## src/rtl/rd_cmd_pkg.sv

```systemverilog
// Shared definitions for the read-command issue block: MIG command codes, default widths, FSM states.
// Latency: none (package only).
// Backpressure: none (package only).
package rd_cmd_pkg;

    localparam logic [2:0] MIG_CMD_READ  = 3'b001;
    localparam logic [2:0] MIG_CMD_WRITE = 3'b000;

    localparam int ADDR_W_DEF    = 28;
    localparam int FIFO_AW_DEF   = 4;
    localparam int MAX_OUTST_DEF = 32;

    typedef enum logic [2:0] {
        ST_IDLE  = 3'd0,
        ST_ISSUE = 3'd1,
        ST_DRAIN = 3'd2,
        ST_WAIT  = 3'd3,
        ST_DONE  = 3'd4
    } rd_state_e;

endpackage

```

## src/rtl/rd_addr_fifo.sv

```systemverilog
// Show-ahead address FIFO, W x 2^AW; dout is the head, dout_nxt the entry behind it.
// Latency: a write becomes visible at the head one cycle after wr_en.
// Backpressure: caller must not write when full unless it pops in the same cycle.
module rd_addr_fifo #(
    parameter int W  = 28,
    parameter int AW = 4
) (
    input  logic         clk,
    input  logic         rst,
    input  logic         wr_en,
    input  logic         rd_en,
    input  logic [W-1:0] din,
    output logic [W-1:0] dout,
    output logic [W-1:0] dout_nxt,
    output logic         full,
    output logic         empty,
    output logic [AW:0]  level
);

    logic [W-1:0]  mem [0:(1<<AW)-1];
    logic [AW:0]   wptr;
    logic [AW:0]   rptr;
    logic [AW-1:0] rnxt;

    // Pointer update; the extra MSB distinguishes full from empty.
    always_ff @(posedge clk or posedge rst) begin
        if (rst) begin
            wptr <= '0;
            rptr <= '0;
        end else begin
            if (wr_en) wptr <= wptr + {{AW{1'b0}}, 1'b1};
            if (rd_en) rptr <= rptr + {{AW{1'b0}}, 1'b1};
        end
    end

    // Storage array; contents need no reset because the pointers gate visibility.
    always_ff @(posedge clk) begin
        if (wr_en) mem[wptr[AW-1:0]] <= din;
    end

    assign rnxt     = rptr[AW-1:0] + {{(AW-1){1'b0}}, 1'b1};
    assign dout     = mem[rptr[AW-1:0]];
    assign dout_nxt = mem[rnxt];
    assign level    = wptr - rptr;
    assign empty    = (wptr == rptr);
    assign full     = (wptr[AW] != rptr[AW]) && (wptr[AW-1:0] == rptr[AW-1:0]);

endmodule

```

## src/rtl/rd_cmd_issue.sv

```systemverilog
// Buffers read addresses and issues MIG READ commands, bounding in-flight reads; optional stats via RD_CMD_STAT_EN.
// Latency: addr_vld into an empty FIFO in cycle N gives app_en with that address in cycle N+2; 1 cmd/clk sustained.
// Backpressure: app_en/app_addr hold until app_rdy; addresses arriving while the FIFO is full are dropped and flagged.
module rd_cmd_issue
    import rd_cmd_pkg::*;
#(
    parameter int ADDR_W    = ADDR_W_DEF,
    parameter int FIFO_AW   = FIFO_AW_DEF,
    parameter int MAX_OUTST = MAX_OUTST_DEF
) (
    input  logic              clk,
    input  logic              rst,
    input  logic [ADDR_W-1:0] addr_in,
    input  logic              addr_vld,
    input  logic              read_stop,
    output logic [ADDR_W-1:0] app_addr,
    output logic [2:0]        app_cmd,
    output logic              app_en,
    input  logic              app_rdy,
    input  logic              app_rd_data_end,
    output logic              fifo_full,
    output logic [5:0]        outst_cnt,
    output logic              rd_busy,
    output logic              rd_done,
    output logic              ovf_err
`ifdef RD_CMD_STAT_EN
    ,
    output logic [31:0]       stat_cmd_cnt,
    output logic [31:0]       stat_stall_cnt
`endif
);

    rd_state_e         state;
    rd_state_e         state_nxt;
    logic              accept;
    logic              launch;
    logic              fifo_wr;
    logic              fifo_empty;
    logic              cnt_inc;
    logic              cnt_dec;
    logic [ADDR_W-1:0] fifo_dout;
    logic [ADDR_W-1:0] fifo_dout_nxt;
    logic [FIFO_AW:0]  fifo_level;
    logic [6:0]        outst_eff;

    assign app_cmd = MIG_CMD_READ;
    assign accept  = app_en && app_rdy;
    // A full FIFO still takes a write when the head leaves in the same cycle.
    assign fifo_wr = addr_vld && (!fifo_full || accept);

    // The head entry stays in the FIFO until the MIG accepts it, so a stalled
    // command occupies a FIFO slot; on acceptance the entry behind it is next.
    assign outst_eff = {1'b0, outst_cnt} + {6'd0, accept};
    assign launch    = (accept ? (fifo_level > {{FIFO_AW{1'b0}}, 1'b1}) : !fifo_empty)
                       && (outst_eff < 7'(MAX_OUTST));

    rd_addr_fifo #(
        .W  (ADDR_W),
        .AW (FIFO_AW)
    ) u_fifo (
        .clk      (clk),
        .rst      (rst),
        .wr_en    (fifo_wr),
        .rd_en    (accept),
        .din      (addr_in),
        .dout     (fifo_dout),
        .dout_nxt (fifo_dout_nxt),
        .full     (fifo_full),
        .empty    (fifo_empty),
        .level    (fifo_level)
    );

    // Command register: present a new entry only when idle or the current one is accepted.
    always_ff @(posedge clk or posedge rst) begin
        if (rst) begin
            app_en   <= 1'b0;
            app_addr <= '0;
        end else if (!app_en || accept) begin
            app_en <= launch;
            if (launch) app_addr <= accept ? fifo_dout_nxt : fifo_dout;
        end
    end

    assign cnt_inc = accept;
    assign cnt_dec = app_rd_data_end && (outst_cnt != 6'd0);

    // In-flight counter: accept and return in the same cycle cancel out.
    always_ff @(posedge clk or posedge rst) begin
        if (rst) begin
            outst_cnt <= 6'd0;
        end else if (cnt_inc && !cnt_dec && (outst_cnt < 6'(MAX_OUTST))) begin
            outst_cnt <= outst_cnt + 6'd1;
        end else if (cnt_dec && !cnt_inc) begin
            outst_cnt <= outst_cnt - 6'd1;
        end
    end

    // Sticky overflow flag for addresses dropped at a full FIFO.
    always_ff @(posedge clk or posedge rst) begin
        if (rst)                                 ovf_err <= 1'b0;
        else if (addr_vld && fifo_full && !accept) ovf_err <= 1'b1;
    end

    // FSM state register.
    always_ff @(posedge clk or posedge rst) begin
        if (rst) state <= ST_IDLE;
        else     state <= state_nxt;
    end

    // FSM next state; a new address in WAIT/DONE starts a fresh acquisition.
    always_comb begin
        state_nxt = state;
        case (state)
            ST_IDLE:  if (fifo_wr) state_nxt = ST_ISSUE;
            ST_ISSUE: if (read_stop) state_nxt = ST_DRAIN;
            ST_DRAIN: if (fifo_empty && !app_en && !fifo_wr) state_nxt = ST_WAIT;
            ST_WAIT: begin
                if (fifo_wr)                 state_nxt = ST_ISSUE;
                else if (outst_cnt == 6'd0)  state_nxt = ST_DONE;
            end
            ST_DONE:  state_nxt = fifo_wr ? ST_ISSUE : ST_IDLE;
            default:  state_nxt = ST_IDLE;
        endcase
    end

    // FSM outputs decoded from the current state.
    always_comb begin
        rd_busy = (state != ST_IDLE);
        rd_done = (state == ST_DONE);
    end

`ifdef RD_CMD_STAT_EN
    // Per-acquisition statistics, cleared when an acquisition starts from IDLE.
    always_ff @(posedge clk or posedge rst) begin
        if (rst) begin
            stat_cmd_cnt   <= 32'd0;
            stat_stall_cnt <= 32'd0;
        end else if ((state == ST_IDLE) && (state_nxt != ST_IDLE)) begin
            stat_cmd_cnt   <= 32'd0;
            stat_stall_cnt <= 32'd0;
        end else begin
            if (accept)             stat_cmd_cnt   <= stat_cmd_cnt + 32'd1;
            if (app_en && !app_rdy) stat_stall_cnt <= stat_stall_cnt + 32'd1;
        end
    end
`endif

endmodule

```

## config.mk

```make
export PLATFORM = sky130hd
export DESIGN_NAME = rd_cmd_issue
export DESIGN_NICKNAME = d
export VERILOG_FILES = /design/src/rtl/rd_cmd_pkg.sv /design/src/rtl/rd_addr_fifo.sv /design/src/rtl/rd_cmd_issue.sv
export SDC_FILE = /design/constraint.sdc
export NUM_CORES = 1
export LEC_CHECK = 0
export ABC_CLOCK_PERIOD_IN_PS = 7200
export CORE_ASPECT_RATIO = 1.1
export CORE_UTILIZATION = 45
export CTS_BUF_LIST = sky130_fd_sc_hd__clkbuf_4 sky130_fd_sc_hd__clkbuf_8 sky130_fd_sc_hd__clkbuf_16
export DETAILED_ROUTE_END_ITERATION = 16
export GPL_TIMING_DRIVEN = 0
export PLACE_DENSITY = 0.64
export SLEW_MARGIN = 20
export SYNTH_ARGS = -nofsm -noshare
export SYNTH_HDL_FRONTEND = slang
export SYNTH_HIERARCHICAL = 1
export SYNTH_SLANG_ARGS = --single-unit
```

## constraint.sdc

```tcl
create_clock -name clk -period 7.2 [get_ports clk]
set_input_delay 2.16 -clock clk [delete_from_list [all_inputs] [get_ports clk]]
set_output_delay 2.16 -clock clk [all_outputs]
set_load 0.005 [all_outputs]
```

**After elaboration in Yosys (flattened, before gate mapping)**

Memories as Yosys holds them, arrays and structs flattened.
Cells that the tools add are included.

- Bits in registers: 49
- Bits of input ports: 34
- Logic and storage cells: 69
- Bits in latches: 0
- Memory bits (writable): 448
- Bits in read-only memories: 0
- Memories: 1

Memories:

| memory | words | bits a word | rd ports | clocked after memory_dff | wr ports | line | RTL |
|---|---|---|---|---|---|---|---|
| u_fifo.mem | 16 | 28 | 2 | 0 | 1 | rd_addr_fifo.sv:20 | `logic [W-1:0] mem [0:(1<<AW)-1];` |

- $add $sub $neg: 7
- $mul: 0
- Div/mod/pow operators: 0
- Equality and inequality tests: 11
- Shifts and indexed selects: 0
- Bitwise gates (word level): 0
- Mux-type cells: 13
- Reductions and logical operators: 27
- $lt $le $gt $ge: 3

Operator list:

| kind | count |
|---|---|
| $mux W28 | 1 |
| $mux W3 | 5 |
| $pmux W3 S5 | 1 |
| $logic_and A1 B1 Y1 | 12 |
| $mux W6 | 2 |
| $add A5 B1 Y5 const B | 2 |
| $add A6 B1 Y7 | 1 |
| $lt A7 B6 Y1 const B | 1 |
| $add A6 B1 Y6 const B | 1 |
| $eq A3 B2 Y1 const B | 2 |
| $logic_not A1 Y1 | 6 |
| $logic_not A6 Y1 | 1 |
| $lt A6 B6 Y1 const B | 1 |
| $ne A2 B2 Y1 const B | 3 |
| $reduce_bool A6 Y1 | 1 |
| $sub A6 B1 Y6 const B | 1 |
| $eq A5 B5 Y1 | 1 |
| $gt A5 B1 Y1 const B | 1 |
| $sub A5 B5 Y5 | 1 |
| $add A4 B1 Y4 const B | 1 |
| $eq A4 B4 Y1 | 1 |
| $mux W1 | 4 |
| $reduce_and A4 Y1 | 1 |
| $eq A3 B1 Y1 const B | 1 |
| 8 further kinds | 9 |

**Longest topological paths before layout**

Gate-level depths: netlist of the first run.

- Depth after elaboration: 9
- Gate-level depth with buffers: 13
- Depth with buffers taken out: 10

**Modules after synthesis**

Netlist of the first run, hierarchy kept.

Modules (own cells, without submodules):

| module | instances | sequential area each (um^2) | area each (um^2) | cells an instance |
|---|---|---|---|---|
| rd_addr_fifo | 1 | 13703.1 | 21045.2 | 1071 |
| rd_cmd_issue | 1 | 975.9 | 2296.0 | 236 |

**Worst setup path before layout of the first run**

Ideal clock, no wire load.

- Path kind: input port to flip-flop
- From: input app_rdy
- To: memory u_fifo.mem[0][0] (enable)
- Path slack: 2.895 ns
- Cell stages on the path: 7
- Setup time: 0.387 ns
- Data required time: 6.813 ns
- Arrival time: 3.917 ns
- Cell sequence: nand2_1 > inv_1 > o21ai_0 > inv_1 > clkbuf_1 > nor3b_1 > and2_1

- Cells in the longest elaborated chain, start to end: 5

RTL lines:

| item | line | RTL |
|---|---|---|
| start, declared | rd_cmd_issue.sv:19 | `input logic app_rdy,` |
| $logic_and A1 B1 Y1 | rd_cmd_issue.sv:47 | `assign accept = app_en && app_rdy;` |
| $logic_or A1 B1 Y1 | rd_cmd_issue.sv:49 | `assign fifo_wr = addr_vld && (!fifo_full \|\| accept);` |
| $logic_and A1 B1 Y1 | rd_cmd_issue.sv:49 |  |
| via fifo_wr | rd_cmd_issue.sv:37 | `logic fifo_wr;` |
| $mux W1 | rd_addr_fifo.sv:38 | `if (wr_en) mem[wptr[AW-1:0]] <= din;` |
| $mux W1 (implied by the code) | rd_addr_fifo.sv:38 |  |
| end, declared | rd_addr_fifo.sv:20 |  |

The timed path passes the listed nets, and every way through them passes these cells.

**Worst setup path in the final report of the first run**

- From: register u_fifo.rptr[1]
- To: output fifo_full

- Cells in the longest elaborated chain, start to end: 2

RTL lines:

| item | line | RTL |
|---|---|---|
| start, declared | rd_addr_fifo.sv:22 | `logic [AW:0] rptr;` |
| start signal, assigned | rd_addr_fifo.sv:32 | `if (rd_en) rptr <= rptr + {{AW{1'b0}}, 1'b1};` |
| $eq A4 B4 Y1 | rd_addr_fifo.sv:46 | `assign full = (wptr[AW] != rptr[AW]) && (wptr[AW-1:0] == rptr[AW-1:0]);` |
| $logic_and A1 B1 Y1 | rd_addr_fifo.sv:46 |  |
| end, declared | rd_cmd_issue.sv:21 | `output logic fifo_full,` |

No other way between the ends.

==> results of run 1 <==
## stage by stage
stage	cells	setup WS [ns]	area [µm²]	total power, mW	hold slack (ns)
after CTS	2152	1.906	26870	12.24	0.4931
after detailed placement	2061	1.782	25230	9.602	0.4814
after global routing	2152	1.770	26870	12.72	0.4994
after floorplan	1307	2.895	23340	7.626	0.4617
after global placement	2046	0.9525	24900	9.490	0.4733
final	2152	1.897	26870	12.21	0.4906
## registers in the layout, summed over array words and instances (netlist names)
signal,flops
outst_cnt,6
app_addr,28
app_en,1
u_fifo/rptr,5
u_fifo/wptr,5
ovf_err,1
state,3
u_fifo/mem,448
## final timing paths
| path | start | end | slack (ns) | cells after the start |
|---|---|---|---|---|
| worst max-delay path | u_fifo/rptr[1] | fifo_full | 1.90 | 7 |
| worst min-delay path | u_fifo/wptr[4] | u_fifo/wptr[4] | 0.49 | 1 |
| worst max register to register | u_fifo/rptr[1] | u_fifo/mem[1][14] | 3.20 | 13 |
| worst min register to register | u_fifo/wptr[4] | u_fifo/wptr[4] | 0.49 | 1 |
| max in group asynchronous | rst | app_addr[17] | 4.81 | 3 |
| min in group asynchronous | rst | app_addr[7] | 1.89 | 2 |
## power breakdown
group          switching, mW  total [mW]  internal, mW
Clock                   1.09        2.63          1.54
Sequential             0.217        3.78          3.56
Combinational           3.18        5.80          2.62
Total                   4.48        12.2          7.73
## routing by layer
metal	global-route usage (%)	vias to the layer above	routed length, µm
met5	0	-	27
li1	-	5658	-
met3	4.512	162	5703
met4	10.71	4	2591
met1	33.67	7280	25220
met2	44.44	799	33400
## layout make-up
| type | instances | area [µm²] | share of cell area (%) |
|---|---|---|---|
| clock inverters | 24 | 237.7 | 0.8846 |
| clock buffers | 67 | 1403 | 5.219 |
| plain buffers | 90 | 573.1 | 2.132 |
| repair buffers | 87 | 1028 | 3.827 |
| inverters | 14 | 55.05 | 0.2049 |
| multi-input cells | 706 | 8064 | 30.01 |
| flip-flops and latches | 497 | 14680 | 54.62 |
| well taps | 667 | 834.6 | 3.105 |
==> impl_metrics.tcl, run 1 <==
set metrics [dict create \
    status "complete, no violations" \
    post-route-drc-count 0 \
    start_kind "register" \
    grt_pass1_wl_mm 96.95 \
    worstPathArrival_ns 3.14 \
    root_buffer "clkbuf_16" \
    gp_congestion 0.8383 \
    relSlewSlack_pct 17.56 \
    area_growth_pct 15.16 \
    die-height_um 240.8 \
    cpPeakStageDelay_ns 0.57 \
    cap_violations 0 \
    cts_made_buffers 50 \
    cts.path.max_buffers 3 \
    fill_cells 4070 \
    fin_crit_sh_pct 73.65 \
    hold_path_class "register to register" \
    max_freq_mhz 188.6 \
    cp_max_fo 10 \
    synth.avg_cell_area_um2 17.87 \
    worstSetupEndpointType "output port" \
    core_um2 51270 \
    postCtsHoldBufs 0 \
    antenna_found_initial 2 \
    worstMarginPinSlew_ns 1.232 \
    power_density_nw_per_um2 454.2 \
    viasPerCell 6.461 \
    final_common_cell "edfxtp_1" \
    final_cell_mix "edfxtp_1, mux4_2, nand2_1" \
    final_net_count 1495 \
    cts.clk_slew.worst_paths_ns 0.06 \
    die_w_um 219.1 \
    dp_hpwl_mm 42.65 \
    grt_max_degree 29 \
    postSynthCellCount 1306 \
    finClkSkew_ns 0.01480 \
    antenna_left 0 \
    cts_tree "yes" \
    post_cts_buffers 0 \
    die-area_um2 52780 \
    cp_data_required_time_ns 5.04 \
    period_needed_ns 5.303 \
    portBuffers 72 \
    grt_pass1_vias 14170 \
    synthesis.area_um2 23340 \
    initial_utilization_pct 45.52 \
    grt.overflow.total 0 \
    rows 87 \
    clock_sinks 497 \
    ys_warn_count 6 \
    antenna_cells 0 \
    setup_tns_ns 0 \
    wirelength_mm 66.95 \
    finalSetupViolCount 0 \
    drv_slew 0 \
    ioPinCount 76 \
    drt-initial-drc-count 1489 \
    final_util_pct 52.42 \
    crit_family "buffers and inverters" \
    vias 13900 \
    p_leak_nw 9.018 \
    clock_latency_ns 0.60 \
    cts_resized 0 \
    rsz0062_at_grt "false" \
    first_pass_iters 5 \
    final_hold_viol_count 0 \
    h-tree-depth 2 \
    slowest_stage "clkdlybuf4s50_1" \
    worstSetupPathType "register to output port" \
    routedWlPerCell_um 31.11 \
    drive_above_1_share_pct 29.63 \
    grtUsageTotal_pct 26.25 \
    cp_cell_sequence "buf_4 > buf_2 > inv_1 > ha_1 > nand4_1 > nor2_1 > clkdlybuf4s50_1" \
    ir_worst_vdd_mv 0.2781 \
    worst-path-buf-inv 4 \
]
Note: power is estimated with default switching activity, not from simulation.
==> inputs of run 2 (changes only) <==
--- a/config.mk
+++ b/config.mk
@@ -5,7 +5,7 @@
 export SDC_FILE = /design/constraint.sdc
 export NUM_CORES = 1
 export LEC_CHECK = 0
-export ABC_CLOCK_PERIOD_IN_PS = 7200
+export ABC_CLOCK_PERIOD_IN_PS = 5040
 export CORE_ASPECT_RATIO = 1.1
 export CORE_UTILIZATION = 45
 export CTS_BUF_LIST = sky130_fd_sc_hd__clkbuf_4 sky130_fd_sc_hd__clkbuf_8 sky130_fd_sc_hd__clkbuf_16
==> constraint.sdc (replaced) <==
create_clock -name clk -period 5.04 [get_ports clk]
set_input_delay 1.512 -clock clk [delete_from_list [all_inputs] [get_ports clk]]
set_output_delay 1.512 -clock clk [all_outputs]
set_load 0.005 [all_outputs]
==> results of run 2 <==
The final DEF is identical to that of run 1. Status: complete, no violations.
Main changes from that run: setup slack after placement 1.782 ns -> 0.2704 ns; setup slack after layout 1.897 ns -> 0.3854 ns; register-to-register setup slack 3.20 ns -> 1.04 ns; total power 12.21 mW -> 17.44 mW; worst IR drop on VDD 0.2781 mV -> 0.3972 mV
==> inputs of run 3 (changes only) <==
--- a/config.mk
+++ b/config.mk
@@ -5,13 +5,13 @@
 export SDC_FILE = /design/constraint.sdc
 export NUM_CORES = 1
 export LEC_CHECK = 0
-export ABC_CLOCK_PERIOD_IN_PS = 5040
+export ABC_CLOCK_PERIOD_IN_PS = 4200
 export CORE_ASPECT_RATIO = 1.1
 export CORE_UTILIZATION = 45
 export CTS_BUF_LIST = sky130_fd_sc_hd__clkbuf_4 sky130_fd_sc_hd__clkbuf_8 sky130_fd_sc_hd__clkbuf_16
 export DETAILED_ROUTE_END_ITERATION = 16
 export GPL_TIMING_DRIVEN = 0
-export PLACE_DENSITY = 0.64
+export PLACE_DENSITY = 0.66
 export SLEW_MARGIN = 20
 export SYNTH_ARGS = -nofsm -noshare
 export SYNTH_HDL_FRONTEND = slang
==> constraint.sdc (replaced) <==
create_clock -name clk -period 4.2 [get_ports clk]
set_input_delay 1.26 -clock clk [delete_from_list [all_inputs] [get_ports clk]]
set_output_delay 1.26 -clock clk [all_outputs]
set_load 0.005 [all_outputs]
==> impl_metrics.tcl, run 3 (synthesis results as in run 1) <==
set metrics [dict create \
    postCtsHoldBufs 0 \
    switchingPower_mw 7.735 \
    power_density_nw_per_um2 778.8 \
    die-height_um 240.8 \
    max_freq_mhz 246.9 \
    cp_max_fo 10 \
    largest_reg_flops 448 \
    antenna_cells 0 \
    cts_resized 0 \
    drv_slew 0 \
    hold_path_class "register to register" \
    routedWlPerCell_um 31.02 \
    finalSetupViolCount 0 \
    worstPathArrival_ns 2.79 \
    worstSetupPathType "register to output port" \
    post_cts_buffers 0 \
    final_net_count 1499 \
    grt.overflow.total 0 \
    holdWs_ns 0.4718 \
    cap_violations 0 \
    grt_pass1_wl_mm 97.79 \
    rows 87 \
    start_kind "register" \
    worstSetupEndpointType "output port" \
    status "complete, no violations" \
    final_common_cell "edfxtp_1" \
    clock_latency_ns 0.61 \
    cts.clk_slew.worst_paths_ns 0.06 \
    post-route-drc-count 0 \
    ir_worst_vdd_mv 0.5481 \
    cts_made_buffers 53 \
    gp_congestion 0.8494 \
    finClkSkew_ns 0.01975 \
    clkPwrFrac_pct 21.9 \
    period_needed_ns 4.051 \
    p_leak_nw 9.096 \
    h-tree-depth 2 \
    dp_hpwl_mm 43.35 \
    grtUsageTotal_pct 26.28 \
    clock_sinks 497 \
    relSlewSlack_pct 17.83 \
    fin_area_um2 27030 \
    ioPinCount 76 \
    area_growth_pct 15.84 \
    final_cell_mix "edfxtp_1, mux4_2, nand2_1" \
    power_frac_seq_pct 30.8 \
    intPower_mw 13.32 \
    die-area_um2 52780 \
    pwr-share-comb_pct 47.3 \
    root_buffer "clkbuf_16" \
    cts_tree "yes" \
    grt_max_degree 25 \
    drive_above_1_share_pct 30.34 \
    first_pass_iters 5 \
    viasPerCell 6.444 \
    antenna_left 0 \
    place_ws_ns -0.3747 \
    cts.path.max_buffers 3 \
    rsz0062_at_grt "false" \
    wirelength_mm 66.99 \
    cp_data_required_time_ns 2.94 \
    setup_ws_ns 0.1491 \
    fin_crit_sh_pct 96.45 \
    sw_frac_of_total_pct 36.74 \
    initial_utilization_pct 45.52 \
    vias 13920 \
    worstMarginPinSlew_ns 1.228 \
    core_um2 51270 \
    die_w_um 219.1 \
    post_dp_cell_area_um2 25300 \
    portBuffers 72 \
    setup_tns_ns 0 \
    final_hold_viol_count 0 \
    drt-initial-drc-count 1489 \
    antenna_found_initial 3 \
    grt_pass1_vias 14450 \
]
-- run 3: cell types whose count changed in the layout (fill, tap and decap cells not counted), moves of 2 or more --
cell / before / now
clkbuf_8: 1 / 8
clkinv_1: 9 / 4
clkinv_2: 9 / 14
buf_16: 1 / 5
bufinv_16: 5 / 2
clkbuf_16: 51 / 54
and2_2: 14 / 16
and2_4: 2 / 0
buf_12: 16 / 14
clkbuf_4: 15 / 13
-- run 3: final timing paths --
kind | to | slack (ns) | from | cells after the start
hold / removal | ovf_err | 0.47 | ovf_err | 1
setup reg to reg | u_fifo/mem[0][14] | 0.46 | u_fifo/rptr[1] | 12
hold reg to reg | ovf_err | 0.47 | ovf_err | 1
max in group asynchronous | app_addr[14] | 2.70 | rst | 3
min in group asynchronous | outst_cnt[2] | 0.99 | rst | 2
setup / recovery | fifo_full | 0.15 | u_fifo/rptr[2] | 7
-- run 3: through the flow --
stage	power, mW	util [%]	instances
floorplan	13.07	-	1307
global placement	16.20	48.56	2046
detailed placement	16.46	49.35	2063
CTS	21.06	52.73	2160
global route	21.93	52.73	2160
finish	21.05	52.73	2160
-- run 3: worst max-delay path, stage by stage (launching register included) --
cell             delay (ns)
dfrtp_1                0.33
buf_4                  0.16
buf_6                  0.23
inv_1                  0.14
ha_1                   0.38
nand4_1                0.16
nor2_1                 0.24
clkdlybuf4s50_1        0.55
-- run 3: final cells by class --
cell class                 instances  area, µm²
fill                            4030      24240
sequential                       497      14680
multi-input combinational        706       8061
clock buffer                      75       1559
timing repair buffer              89       1099
tap                              667      834.6
buffer                            89      568.0
clock inverter                    23      177.7
inverter                          14      55.05
-- run 3: power by group through the flow --
stage          Combinational, mW  Sequential (mW)  Clock, mW
2_1_floorplan               6.60             6.47          0
3_3_place_gp                9.64             6.56          0
3_5_place_dp                9.89             6.57          0
4_1_cts                     9.92             6.47       4.67
5_1_grt                     10.5             6.54       4.85
6_report                    9.95             6.48       4.62
-- run 3: routing by layer --
| layer | share of wire [%] | GRT usage [%] | vias up |
|---|---|---|---|
| met5 | 0.067 | 0 | - |
| met4 | 3.4 | 9.680 | 6 |
| met3 | 9.0 | 5.016 | 154 |
| met2 | 50 | 44.36 | 792 |
| met1 | 37 | 33.90 | 7293 |
| li1 | - | - | 5674 |
